<file path="config.mk">
export PLATFORM = sky130hd
export DESIGN_NAME = shift_unit_seq_flat
export DESIGN_NICKNAME = d
export VERILOG_FILES = /design/src/rtl/shift_unit_seq_if.sv /design/src/rtl/shift_unit_seq.sv /design/src/flat_wrapper.sv
export SDC_FILE = /design/constraint.sdc
export NUM_CORES = 1
export LEC_CHECK = 0
export CORE_UTILIZATION = 25
export DETAILED_ROUTE_END_ITERATION = 16
export PLACE_DENSITY_LB_ADDON = 0.25
export SLEW_MARGIN = 20
export SYNTH_ARGS = -nofsm -noshare
export SYNTH_HDL_FRONTEND = slang
export SYNTH_SLANG_ARGS = --single-unit
export TNS_END_PERCENT = 1
</file>
<file path="constraint.sdc">
create_clock -name clk -period 4.52 [get_ports clk]
set_input_delay 0.904 -clock clk [delete_from_list [all_inputs] [get_ports clk]]
set_output_delay 0.904 -clock clk [all_outputs]
set_load 0.02 [all_outputs]
</file>
<file path="src/rtl/shift_unit_seq_if.sv">
`timescale 1ns/1ps
`default_nettype none
// ============================================================================
// Module   : shift_unit_seq_if
// Brief    : Handshake and operand bundle between issue logic and the
//            iterative shifter feeding ALU input B.
// Revision : 1.0
// ============================================================================
interface shift_unit_seq_if #(
  parameter int WIDTH = 32,
  parameter int AMT_W = 8
);
  logic             start;
  logic             flush;
  logic [2:0]       Shift_OP;
  logic [WIDTH-1:0] Din;
  logic [AMT_W-1:0] Shift_Amt;
  logic             C;
  logic             ready;
  logic             valid;
  logic [WIDTH-1:0] Dout;
  logic             shiftCout;

  modport master (
    output start, flush, Shift_OP, Din, Shift_Amt, C,
    input  ready, valid, Dout, shiftCout
  );

  modport slave (
    input  start, flush, Shift_OP, Din, Shift_Amt, C,
    output ready, valid, Dout, shiftCout
  );
endinterface
`default_nettype wire

</file>
<file path="src/rtl/shift_unit_seq.sv">
`timescale 1ns/1ps
`default_nettype none
// ============================================================================
// Module   : shift_unit_seq
// Brief    : One-bit-per-clock ARM-style shifter (LSL/LSR/ASR/ROR/RRX)
//            producing ALU operand B and the shifter carry-out.
// Revision : 1.0
// ============================================================================
module shift_unit_seq #(
  parameter int WIDTH = 32,
  parameter int AMT_W = 8
) (
  input  logic            clk,
  input  logic            rst,
  shift_unit_seq_if.slave bus
);

  localparam int CNT_W = $clog2(WIDTH + 2);
  localparam int ROT_W = $clog2(WIDTH);

  localparam logic [1:0] c_IDLE = 2'd0;
  localparam logic [1:0] c_RUN  = 2'd1;
  localparam logic [1:0] c_DONE = 2'd2;

  localparam logic [2:0] c_OP_LSL = 3'd0;
  localparam logic [2:0] c_OP_LSR = 3'd1;
  localparam logic [2:0] c_OP_ASR = 3'd2;
  localparam logic [2:0] c_OP_ROR = 3'd3;
  localparam logic [2:0] c_OP_RRX = 3'd4;

  localparam logic [AMT_W-1:0] c_AMT_LOGIC = AMT_W'(WIDTH + 1);
  localparam logic [AMT_W-1:0] c_AMT_ARITH = AMT_W'(WIDTH);
  localparam logic [CNT_W-1:0] c_N_LOGIC   = CNT_W'(WIDTH + 1);
  localparam logic [CNT_W-1:0] c_N_ARITH   = CNT_W'(WIDTH);
  localparam logic [CNT_W-1:0] c_N_ONE     = CNT_W'(1);

  logic [1:0]       r_state;
  logic [1:0]       w_state_nxt;
  logic [CNT_W-1:0] r_cnt;
  logic [2:0]       r_op;
  logic [WIDTH-1:0] r_dout;
  logic             r_cout;

  logic             w_accept;
  logic [CNT_W-1:0] w_n_load;
  logic             w_ror_wrap;
  logic             w_ready;
  logic             w_valid;

  // flush outranks start so a cancelled slot never launches a new op
  assign w_accept   = (r_state == c_IDLE) && bus.start && !bus.flush;
  assign w_ror_wrap = (bus.Shift_Amt != '0) && (bus.Shift_Amt[ROT_W-1:0] == '0);

  // Iteration count; logical shifts run one extra step so the carry clears
  always_comb begin
    w_n_load = '0;
    case (bus.Shift_OP)
      c_OP_LSL, c_OP_LSR:
        w_n_load = (bus.Shift_Amt > c_AMT_LOGIC) ? c_N_LOGIC : CNT_W'(bus.Shift_Amt);
      c_OP_ASR:
        w_n_load = (bus.Shift_Amt > c_AMT_ARITH) ? c_N_ARITH : CNT_W'(bus.Shift_Amt);
      c_OP_ROR:
        w_n_load = CNT_W'(bus.Shift_Amt[ROT_W-1:0]);
      default:
        w_n_load = '0;
    endcase
  end

  always_ff @(posedge clk or posedge rst) begin
    if (rst) begin
      r_state <= c_IDLE;
    end else begin
      r_state <= w_state_nxt;
    end
  end

  always_comb begin
    w_state_nxt = r_state;
    case (r_state)
      c_IDLE: begin
        if (w_accept) begin
          w_state_nxt = (w_n_load == '0) ? c_DONE : c_RUN;
        end
      end
      c_RUN: begin
        if (bus.flush) begin
          w_state_nxt = c_IDLE;
        end else if (r_cnt == c_N_ONE) begin
          w_state_nxt = c_DONE;
        end
      end
      c_DONE:  w_state_nxt = c_IDLE;
      default: w_state_nxt = c_IDLE;
    endcase
  end

  always_comb begin
    w_ready = 1'b0;
    w_valid = 1'b0;
    case (r_state)
      c_IDLE:  w_ready = 1'b1;
      c_DONE:  w_valid = !bus.flush;
      default: begin
        w_ready = 1'b0;
        w_valid = 1'b0;
      end
    endcase
  end

  // Zero-iteration fixups (RRX, ROR by a multiple of WIDTH, amount 0, pass)
  // are all resolved at accept, so DONE only has to present the result.
  always_ff @(posedge clk or posedge rst) begin
    if (rst) begin
      r_dout <= '0;
      r_cout <= 1'b0;
      r_cnt  <= '0;
      r_op   <= '0;
    end else if (w_accept) begin
      r_op  <= bus.Shift_OP;
      r_cnt <= w_n_load;
      case (bus.Shift_OP)
        c_OP_RRX: begin
          r_dout <= {bus.C, bus.Din[WIDTH-1:1]};
          r_cout <= bus.Din[0];
        end
        c_OP_ROR: begin
          r_dout <= bus.Din;
          r_cout <= w_ror_wrap ? bus.Din[WIDTH-1] : bus.C;
        end
        default: begin
          r_dout <= bus.Din;
          r_cout <= bus.C;
        end
      endcase
    end else if ((r_state == c_RUN) && !bus.flush) begin
      r_cnt <= r_cnt - c_N_ONE;
      case (r_op)
        c_OP_LSL: begin
          r_cout <= r_dout[WIDTH-1];
          r_dout <= {r_dout[WIDTH-2:0], 1'b0};
        end
        c_OP_LSR: begin
          r_cout <= r_dout[0];
          r_dout <= {1'b0, r_dout[WIDTH-1:1]};
        end
        c_OP_ASR: begin
          r_cout <= r_dout[0];
          r_dout <= {r_dout[WIDTH-1], r_dout[WIDTH-1:1]};
        end
        c_OP_ROR: begin
          r_cout <= r_dout[0];
          r_dout <= {r_dout[0], r_dout[WIDTH-1:1]};
        end
        default: begin
          r_cout <= r_cout;
          r_dout <= r_dout;
        end
      endcase
    end
  end

  assign bus.ready     = w_ready;
  assign bus.valid     = w_valid;
  assign bus.Dout      = r_dout;
  assign bus.shiftCout = r_cout;

endmodule
`default_nettype wire

</file>
<file path="src/flat_wrapper.sv">
// flat-port wrapper written by rule: the top's interface ports become plain ports
module shift_unit_seq_flat 
#(
  parameter int WIDTH = 32,
  parameter int AMT_W = 8
)
  (clk, rst, bus_start, bus_flush, bus_Shift_OP, bus_Din, bus_Shift_Amt, bus_C, bus_ready, bus_valid, bus_Dout, bus_shiftCout);
  shift_unit_seq_if #(.WIDTH(WIDTH), .AMT_W(AMT_W)) bus_i ();
  input  logic clk;
  input  logic rst;
  input wire logic [$bits(bus_i.start)-1:0] bus_start;
  input wire logic [$bits(bus_i.flush)-1:0] bus_flush;
  input wire logic [$bits(bus_i.Shift_OP)-1:0] bus_Shift_OP;
  input wire logic [$bits(bus_i.Din)-1:0] bus_Din;
  input wire logic [$bits(bus_i.Shift_Amt)-1:0] bus_Shift_Amt;
  input wire logic [$bits(bus_i.C)-1:0] bus_C;
  output wire logic [$bits(bus_i.ready)-1:0] bus_ready;
  output wire logic [$bits(bus_i.valid)-1:0] bus_valid;
  output wire logic [$bits(bus_i.Dout)-1:0] bus_Dout;
  output wire logic [$bits(bus_i.shiftCout)-1:0] bus_shiftCout;
  assign bus_i.start = bus_start;
  assign bus_i.flush = bus_flush;
  assign bus_i.Shift_OP = bus_Shift_OP;
  assign bus_i.Din = bus_Din;
  assign bus_i.Shift_Amt = bus_Shift_Amt;
  assign bus_i.C = bus_C;
  assign bus_ready = bus_i.ready;
  assign bus_valid = bus_i.valid;
  assign bus_Dout = bus_i.Dout;
  assign bus_shiftCout = bus_i.shiftCout;
  shift_unit_seq #(.WIDTH(WIDTH), .AMT_W(AMT_W)) u_core (.clk(clk), .rst(rst), .bus(bus_i));
endmodule
</file>
# Word level (Yosys, flattened, before mapping)
# Index checks and enable logic that the tools add are counted.
dict set report totals {
  register_bits 44
  inputBits 48
  output_inout_bits 35
  word_cells 64
}
dict set report classes {
  n_addsub 1
  magnitude_cmp 2
  eq_ne 13
  n_mux 21
  n_reduce_logical 21
}
# cell n
set op_table {}
lappend op_table {{$pmux W32 S4} 1}
lappend op_table {{$mux W32} 3}
lappend op_table {{$mux W6} 4}
lappend op_table {{$pmux W6 S3} 1}
lappend op_table {{$gt A8 B6 Y1 const B} 2}
lappend op_table {{$eq A3 B2 Y1 const B} 4}
lappend op_table {{$mux W2} 4}
lappend op_table {{$reduce_bool A8 Y1} 1}
lappend op_table {{$eq A3 B1 Y1 const B} 2}
lappend op_table {{$eq A6 B1 Y1 const B} 1}
lappend op_table {{$logic_not A3 Y1} 2}
lappend op_table {{$logic_not A6 Y1} 1}
lappend op_table {{$reduce_and A2 Y1} 3}
lappend op_table {{$sub A6 B1 Y6 const B} 1}
lappend op_table {{$logic_not A5 Y1} 1}
lappend op_table {{$mux W1} 5}
lappend op_table {{$reduce_bool A5 Y1} 1}
lappend op_table {{$logic_and A1 B1 Y1} 4}
lappend op_table {{$ne A2 B1 Y1 const B} 2}
lappend op_table {{$pmux W1 S2} 2}
lappend op_table {{$pmux W2 S2} 1}
lappend op_table {{$reduce_bool A4 Y1} 1}
lappend op_table {{$eq A3 B3 Y1 const B} 1}
lappend op_table {{$ne A3 B2 Y1 const B} 1}
lappend op_table {{other kinds (9)} 9}

# Logic depth before layout (Yosys ltp)
# Gate-level depths: netlist of run 1.
dict set report logic_depth {
  word_depth 7
  mapped_depth 7
  ltp_nobuf 5
}

# Worst setup path before layout of run 1
# OpenSTA, ideal clock, no wires.
dict set report synth_timing {
  kind {input to output}
  start {input bus_flush}
  end {output bus_valid}
  arrival_time_ps 1422
  required_time_ps 3616
  slack_ps 2194
  stages 1
  path_buffers 0
  cell_sequence {nor3b_1}
}
dict set report synth_between {
  elab_chain_len 2
}
# element line
set synth_rtl {}
lappend synth_rtl {{start, declared} flat_wrapper.sv:12} ;# input wire logic [$bits(bus_i.flush)-1:0] bus_flush;
lappend synth_rtl {{$logic_not A1 Y1} shift_unit_seq.sv:102} ;# c_DONE: w_valid = !bus.flush;
lappend synth_rtl {{$mux W1} shift_unit_seq.sv:100} ;# case (r_state)
lappend synth_rtl {{end, declared} flat_wrapper.sv:18} ;# output wire logic [$bits(bus_i.valid)-1:0] bus_valid;
# No other way between the ends.

# Final worst setup path of run 1
# Same ends and word-level chain as after synthesis.

==> reports/results.tsv, run 1 <==
stage	metric	value	unit
critical_path	worstPathRequired	3620	ps
critical_path	max_stage_delay	630	ps
synth	syn-cell-area	3233	sq um
synth	yosysMostFrequentCell	mux2i_1	
final_layout	diodes	0	
detailed_routing	vias	2604	
sta	final_hold_viol_count	0	
synth	yosys.area.top_type_share	34.06	%
placement	gp_congestion	0.7481	
global_route	grt_pass1_vias	2592	
sta	slew_violations	0	
floorplanning	row_count	41	
critical_path	crit_start	bus_flush	
sta	min_period	3135	ps
global_route	grt_usage	12.87	%
clock_tree	hold_buffers	0	
global_route	grt_max_degree	65	
clock_tree	h-tree-depth	2	
final_layout	layout-drive-gt1-share	16.15	%
floorplanning	dieArea	13390	sq um
synth	synth_commonest_cells	64 x mux2i_1, 45 x nand2_1, 44 x dfrtp_1	
critical_path	path_common_cell	clkdlybuf4s50_1	
sta	worst_pin_slew	972.9	ps
final_layout	fin_nets	439	
floorplanning	io-pin-count	83	
synth	ys_seq_area_share	34.06	%
global_route	grt_pass1_wl	13500	microns
detailed_routing	avgViaCountPerCell	4.633	
detailed_routing	wl_met3	394	microns
final_layout	area_growth	34.21	%
sta	tns	0	ps
global_route	grt_overflow	0	
synth	syn_avg_cell_area	10.17	sq um
detailed_routing	wire_per_inst	14.75	microns
placement	port_buffers	82	
critical_path	worst_ep_arrival_time	2230	ps
sta	clock.fmax	0.3190	GHz
detailed_routing	drt-met1-wl	4084	microns
sta	fin_crit_sh	69.35	%
floorplanning	core_region_area	12620	sq um
clock_tree	cts_root_buf	clkbuf_16	
clock_tree	cts.sinks	44	
sta	skew	9.819	ps
synth	ys_top_cells_by_area	dfrtp_1 34%, mux2i_1 20%, mux2_4 14%	
critical_path	slowest_stage	clkdlybuf4s50_1	
critical_path	path_class	input port to output pin	
synth	syn_nets	368	
final_layout	finalInstanceArea	4339	sq um
critical_path	cp_max_fo	5	
run_status	status	completed	
power_and_ir_drop	peakVddDrop	248.0	uV
final_layout	fin_util	34.38	%
min_path	min_from	u_core.bus.shiftCout	
flow_run	cap_violations	0	
sta	setup_slack	1385	ps
floorplanning	die_x	115.7	microns
synth	ys.flop_type	dfrtp_1	
synth	synthArstFlopShare	100.0	%
critical_path	crit_family	buffers and inverters	
clock_tree	clk_latency	290	ps
floorplanning	die_h	115.7	microns
sta	setup_violations	0	
sta	rsz0062_at_grt	false	
min_path	worstHoldPathType	register to register	
critical_path	start_kind	input port	
synth	ys_ff_latch	44	
detailed_routing	drt_pass1_iterations	4	
global_route	antenna_found_initial	0	
critical_path	r2r_start	u_core.r_state[0]	
synth	synth_cells	318	
placement	placed_area	4198	sq um
clock_tree	clkSlewWorstSetupHoldPaths	60	ps
synth	yosysUniqueCellTypes	47	
clock_tree	post_cts_resized	0	
floorplanning	initial_core_util	25.62	%
detailed_routing	routed_wl	8288	microns
sta	maxSlewHeadroom	35.05	%
critical_path	crit_chain	clkdlybuf4s50_1 > nor3b_1 > clkdlybuf4s50_1	
critical_path	critPathBufInv	2	
power_and_ir_drop	power.density	593.5	nW/um^2
detailed_routing	dr.first_iter.drc_count	115	
clock_tree	numCtsBuffers	5	
detailed_routing	drcViolationCount	0	
detailed_routing	ant_nets	0	
clock_tree	post_cts_buffers	0	
synth	synth_warnings	0	
critical_path	endpoint_kind	output pin	
placement	dp.final_hpwl	5854	microns
detailed_routing	highest_layer	met4	
sta	whs	529.0	ps
clock_tree	cts_tree	yes	
power_and_ir_drop	power_leakage	0.001881	uW
synth	yosysTopAreaCell	dfrtp_1	
placement	preCtsSetupSlack	1199	ps
clock_tree	cts.path.max_buffers	2	
detailed_routing	route.met2.wl	3746	microns
synth	synth_edf_count	0	
-- power breakdown --
part | leakage (uW) | switching, uW | internal [uW] | total [uW]
Combinational | 0.00125 | 640 | 773 | 1410
Sequential | 0.000567 | 223 | 574 | 797
Clock | 0.0000681 | 159 | 207 | 366
-- worst paths after layout --
| check | slack [ps] | cells past startpoint | to |
|---|---|---|---|
| worst max-delay path | 1390 | 3 | bus_valid |
| worst min-delay path | 530 | 1 | u_core.bus.shiftCout |
| max in group asynchronous | 2740 | 2 | u_core.r_cnt[0] |
| worst max register to register | 2130 | 4 | u_core.bus.Dout[13] |
| worst min register to register | 530 | 1 | u_core.bus.shiftCout |
| min in group asynchronous | 1150 | 2 | u_core.bus.Dout[9] |
-- stage by stage --
step | power, uW | instances
4_1_cts | 2601 | 562
2_1_floorplan | 1711 | 318
3_3_place_gp | 2196 | 554
3_5_place_dp | 2226 | 554
6_report | 2575 | 562
5_1_grt | 2746 | 562
-- state kept, by name (all words and copies together) (netlist names) --
register	flops
u_core.r_state	2
u_core.bus.shiftCout	1
u_core.bus.Dout	32
u_core.r_op	3
u_core.r_cnt	6
-- cells by family (layout without fill, tap and decap cells) --
| kind of cell | after synthesis | after routing | synth area share (%) |
|---|---|---|---|
| muxes | 96 | 96 | 34.44 |
| and+or+nand+nor | 80 | 80 | 11.73 |
| AOI/OAI and AO/OA | 64 | 64 | 13.31 |
| DFF | 44 | 44 | 34.06 |
| buffers and inverters | 29 | 101 | 4.876 |
| xor gates and xnor gates | 3 | 3 | 0.8128 |
| adders and majority gates | 2 | 2 | 0.7739 |
-- placed cells by master, fill, tap and decap left out, types with 2 or more instances in the layout --
cell type        count
a211oi_1             2
a21o_1               3
a21oi_1              4
a22o_1               2
a22oi_1              2
a31oi_1              2
buf_4                6
clkbuf_1             2
clkbuf_16            5
clkdlybuf4s50_1     82
dfrtp_1             44
ha_1                 2
inv_1                4
mux2_2               2
mux2_4              30
mux2i_1             64
nand2_1             45
nor2_1               8
nor2b_1              2
nor3_1              11
nor3b_1              2
o21ai_0              8
o21ai_1             18
o21ai_2             12
xor2_1               2
-- area by class of cell --
| cell class | instances | area, sq um |
|---|---|---|
| Clock buffer | 7 | 132.6 |
| Inverter | 5 | 18.77 |
| Tap cell | 172 | 215.2 |
| Sequential cell | 44 | 1101 |
| Timing Repair Buffer | 88 | 865.8 |
| Multi-Input combinational cell | 245 | 1997 |
| Clock inverter | 1 | 8.758 |
| Fill cell | 1314 | 8280 |
-- per-layer routing --
layer / track usage (%) / up-vias
met1: 18.16 / 1228
li1: - / 1303
met2: 20.20 / 68
met3: 2.510 / 5
met4: 3.162 / 0
met5: 0 / -
Power figures use the tool's default switching activity.
==> run 2, diff against run 1 <==
Clock period 4.52 ns to 3.2 ns, I/O delays scaled along.
==> run 2 against run 1 <==
- hold slack better by 18 ps
- flip-flop and latch count stayed put
- count of clock-buffer cells in the layout is 1 lower
- critical path type unchanged
==> reports/results.tsv, run 2 (synthesis gave the netlist of run 1 again) <==
stage	metric	value	unit
clock_tree	clk_latency	290	ps
placement	dp.final_hpwl	6001	microns
critical_path	critPathBufInv	2	
global_route	grt_overflow	0	
floorplanning	row_count	41	
final_layout	fin_nets	443	
sta	clock.fmax	0.3825	GHz
critical_path	crit_family	buffers and inverters	
detailed_routing	drt_pass1_iterations	4	
clock_tree	numCtsBuffers	5	
final_layout	diodes	0	
power_and_ir_drop	power.density	847.5	nW/um^2
critical_path	worst_ep_arrival_time	1970	ps
critical_path	start_kind	input port	
clock_tree	clkSlewWorstSetupHoldPaths	70	ps
global_route	grt_pass1_wl	13660	microns
clock_tree	cts.path.max_buffers	2	
detailed_routing	vias	2636	
critical_path	path_class	input port to output pin	
floorplanning	die_h	115.7	microns
sta	slew_violations	0	
critical_path	cp_max_fo	5	
sta	worst_pin_slew	952.8	ps
critical_path	slowest_stage	clkdlybuf4s50_1	
final_layout	fillers	1323	
sta	tns	0	ps
floorplanning	die_x	115.7	microns
final_layout	finalInstanceArea	4418	sq um
detailed_routing	drcViolationCount	0	
critical_path	crit_chain	clkdlybuf4s50_1 > nor3b_1 > clkdlybuf4s50_1	
final_layout	area_growth	36.65	%
critical_path	max_stage_delay	630	ps
critical_path	crit_start	bus_flush	
floorplanning	io-pin-count	83	
global_route	grt_usage	13.11	%
detailed_routing	routed_wl	8284	microns
clock_tree	hold_buffers	0	
global_route	grt_pass1_vias	2639	
flow_run	cap_violations	0	
floorplanning	dieArea	13390	sq um
placement	placed_area	4240	sq um
clock_tree	post_cts_buffers	0	
sta	fin_crit_sh	81.69	%
final_layout	layout_common_cells	82 x clkdlybuf4s50_1, 64 x mux2i_1, 45 x nand2_1	
floorplanning	core_region_area	12620	sq um
placement	port_buffers	82	
critical_path	worstPathRequired	2560	ps
sta	rsz0062_at_grt	false	
detailed_routing	dr.first_iter.drc_count	109	
min_path	min_from	u_core.bus.shiftCout	
critical_path	path_common_cell	clkdlybuf4s50_1	
detailed_routing	ant_nets	0	
power_and_ir_drop	power_leakage	0.001921	uW
detailed_routing	wire_per_inst	14.64	microns
sta	setup_violations	0	
detailed_routing	avgViaCountPerCell	4.657	
min_path	worstHoldPathType	register to register	
final_layout	final_common_cell	clkdlybuf4s50_1	
clock_tree	h-tree-depth	2	
clock_tree	cts_tree	yes	
global_route	antenna_found_initial	0	
power_and_ir_drop	peakVddDrop	276.0	uV
clock_tree	cts.sinks	44	
sta	maxSlewHeadroom	36.39	%
critical_path	r2r_start	u_core.r_state[0]	
sta	min_period	2614	ps
final_layout	layout-drive-gt1-share	17.51	%
final_layout	largest_reg_flops	32	
placement	gp_congestion	0.8083	
clock_tree	post_cts_resized	0	
clock_tree	cts_root_buf	clkbuf_16	
floorplanning	initial_core_util	25.62	%
global_route	grt_max_degree	53	
sta	final_hold_viol_count	0	
sta	skew	6.085	ps
run_status	status	completed	
critical_path	endpoint_kind	output pin	
[run 2: stage by stage]
step | worst slack [ps] | hold WS [ps] | power (uW) | std cells | utilization, %
2_1_floorplan | 1173 | 475.8 | 2416 | 318 | -
3_3_place_gp | 469.0 | 523.9 | 3113 | 558 | 33.60
3_5_place_dp | 440.1 | 519.2 | 3151 | 558 | 33.60
4_1_cts | 585.8 | 543.4 | 3799 | 566 | 35.01
5_1_grt | 517.2 | 549.4 | 4001 | 566 | 35.01
6_report | 585.8 | 547.5 | 3744 | 566 | 35.01
[run 2: layout make-up]
cell class / instances / area (sq um) / share of cell area, %
Timing Repair Buffer: 92 / 908.4 / 20.56
Sequential cell: 44 / 1101 / 24.92
Tap cell: 172 / 215.2 / 4.871
Multi-Input combinational cell: 245 / 1997 / 45.20
Clock buffer: 6 / 138.9 / 3.144
Inverter: 5 / 18.77 / 0.4248
Clock inverter: 2 / 38.79 / 0.8779
[run 2: metal layers]
layer  global-route usage (%)  wire length, microns
met1                    18.07                  4075
met3                    2.877                   432
met4                    3.419                    52
met5                        0                     0
met2                    20.76                  3724
[run 2: power by group]
part,total (uW),internal [uW],switching (uW)
sequential,1120,811,314
combinational,2000,1100,901
clock,618,391,227
total,3740,2300,1440
[run 2: path summary, 6_finish.rpt]
check                                       end  slack (ps)  cells after the start
setup reg to reg            u_core.bus.Dout[23]        1060                      4
min in group asynchronous    u_core.bus.Dout[7]         890                      2
setup / recovery                      bus_valid         590                      3
hold / removal             u_core.bus.shiftCout         550                      1
hold reg to reg            u_core.bus.shiftCout         550                      1
max in group asynchronous        u_core.r_op[0]        1700                      2
==> run 3, diff against run 2 <==
Clock period 3.2 ns to 2.4 ns, I/O delays scaled along.
==> run 3 against run 2 <==
- count of clock-buffer cells in the layout decreased by 1
- wire length is 1.5% higher
- critical path depth increased by 4
- first-iteration DRC count is 11% lower
- largest cell class unchanged
- via count increased by 0.30%
- critical endpoint is now u_core.r_cnt[3]
- critical path type is now input port to register
- highest routed layer unchanged
- design area up 1.0%
==> reports/results.tsv, run 3 (synthesis gave the netlist of run 1 again) <==
stage	metric	value	unit
sta	clock.fmax	0.4643	GHz
final_layout	fin_cells	571	
floorplanning	die_x	115.7	microns
min_path	holdPathStages	2	
clock_tree	post_cts_resized	0	
floorplanning	die_h	115.7	microns
final_layout	fin_nets	449	
clock_tree	hold_buffers	0	
sta	setup_slack	246.2	ps
placement	preCtsSetupSlack	-55.98	ps
final_layout	diodes	0	
sta	whs	543.4	ps
power_and_ir_drop	peakVddDrop	354.0	uV
power_and_ir_drop	power.density	1095	nW/um^2
min_path	worstHoldPathType	register to register	
floorplanning	initial_core_util	25.62	%
final_layout	final_common_cell	clkdlybuf4s50_1	
critical_path	cp_max_fo	14	
global_route	grt_overflow	0	
clock_tree	h-tree-depth	2	
global_route	grt_pass1_vias	2764	
critical_path	r2r_slack	360	ps
clock_tree	post_cts_buffers	0	
final_layout	fillers	1332	
final_layout	largest_reg_flops	32	
critical_path	worst_ep_arrival_time	2350	ps
final_layout	layout-drive-gt1-share	18.55	%
detailed_routing	drt_pass1_iterations	5	
floorplanning	row_count	41	
critical_path	worstPathRequired	2590	ps
clock_tree	cts_tree	yes	
critical_path	worstRegToRegCells	6	
detailed_routing	ant_nets	0	
placement	gp_congestion	0.7738	
final_layout	fin_util	35.37	%
min_path	min_from	u_core.r_cnt[1]	
critical_path	path_common_cell	buf_4	
clock_tree	cts_root_buf	clkbuf_16	
final_layout	finalInstanceArea	4463	sq um
sta	maxSlewHeadroom	60.40	%
flow_run	cap_violations	0	
detailed_routing	avgViaCountPerCell	4.630	
sta	slew_violations	0	
sta	min_period	2154	ps
global_route	grt_max_degree	63	
critical_path	endpoint_kind	register	
sta	fin_crit_sh	89.74	%
critical_path	path_class	input port to register	
clock_tree	clk_latency	280	ps
final_layout	seqCellArea	1101	sq um
run_status	status	completed	
detailed_routing	dr.first_iter.drc_count	97	
critical_path	r2r-end	u_core.r_cnt[3]	
floorplanning	core_region_area	12620	sq um
final_layout	area_growth	38.04	%
placement	dp.cells	564	
critical_path	max_stage_delay	700	ps
critical_path	slowest_stage	or4b_2	
clock_tree	numCtsBuffers	5	
detailed_routing	drcViolationCount	0	
final_layout	multi_input_area	1997	sq um
placement	port_buffers	82	
critical_path	r2r_start	u_core.r_state[0]	
global_route	grt_usage	13.17	%
sta	final_hold_viol_count	0	
critical_path	start_kind	input port	
detailed_routing	wire_per_inst	14.72	microns
placement	placed_area	4323	sq um
detailed_routing	routed_wl	8407	microns
clock_tree	clkSlewWorstSetupHoldPaths	60	ps
detailed_routing	vias	2644	
power_and_ir_drop	power_leakage	0.001964	uW
sta	rsz0062_at_grt	false	
clock_tree	cts.path.max_buffers	2	
floorplanning	io-pin-count	83	
sta	skew	6.760	ps
floorplanning	dieArea	13390	sq um
global_route	grt_pass1_wl	13940	microns
critical_path	crit_chain	clkdlybuf4s50_1 > or4b_2 > buf_4 > nor2_1 > buf_4 > nand2_1 > o21ai_0	
placement	dp.final_hpwl	6169	microns
clock_tree	cts.sinks	44	
min_path	min_to	u_core.r_cnt[1]	
sta	setup_violations	0	
global_route	antenna_found_initial	0	
sta	worst_pin_slew	593.9	ps
final_layout	layout_common_cells	81 x clkdlybuf4s50_1, 64 x mux2i_1, 45 x nand2_1	
## run 3: layout make-up
| type | instances | area share, % |
|---|---|---|
| multi-input combinational | 245 | 44.74 |
| sequential | 44 | 24.67 |
| timing repair buffer | 98 | 22.26 |
| tap | 172 | 4.822 |
| clock buffer | 5 | 2.803 |
| inverter | 5 | 0.4205 |
| clock inverter | 2 | 0.2803 |
## run 3: how the worst max path moves through the flow
| stage | startpoint | cells after the start | end |
|---|---|---|---|
| 6_report | bus_start | 7 | u_core.r_cnt[3] |
| 5_1_grt | bus_start | 7 | u_core.r_cnt[3] |
| 4_1_cts | bus_flush | 4 | bus_valid |
| 3_5_place_dp | bus_start | 7 | u_core.r_cnt[3] |
| 3_3_place_gp | bus_start | 7 | u_core.r_cnt[2] |
| 2_1_floorplan | bus_flush | 5 | u_core.bus.Dout[31] |
## run 3: where the power goes
part | total (uW) | leakage, uW | switching, uW | internal, uW
Clock | 663 | 0.0000657 | 285 | 378
Sequential | 1500 | 0.000567 | 421 | 1080
Combinational | 2720 | 0.00133 | 1220 | 1500
Total | 4890 | 0.00196 | 1930 | 2960
## run 3: layer usage
metal,vias to the layer above,routed length (microns),global-route usage [%]
met5,-,0,0
met1,1269,4149,18.42
met4,0,46,2.821
met3,2,417,2.667
met2,57,3793,21.00
li1,1316,-,-
## run 3: worst max-delay path, delay by kind of cell
| kind | cells | cell delay (ps) |
|---|---|---|
| AND/OR/NAND/NOR | 3 | 850 |
| buffers and inverters | 3 | 870 |
| AO/OA/AOI/OAI | 1 | 150 |
## run 3: through the flow
step	TNS [ps]	power, uW
after global routing	0	5234
after global placement	-29.66	4193
final	0	4889
after detailed placement	-371.0	4259
after floorplan	0	3222
after CTS	0	4953
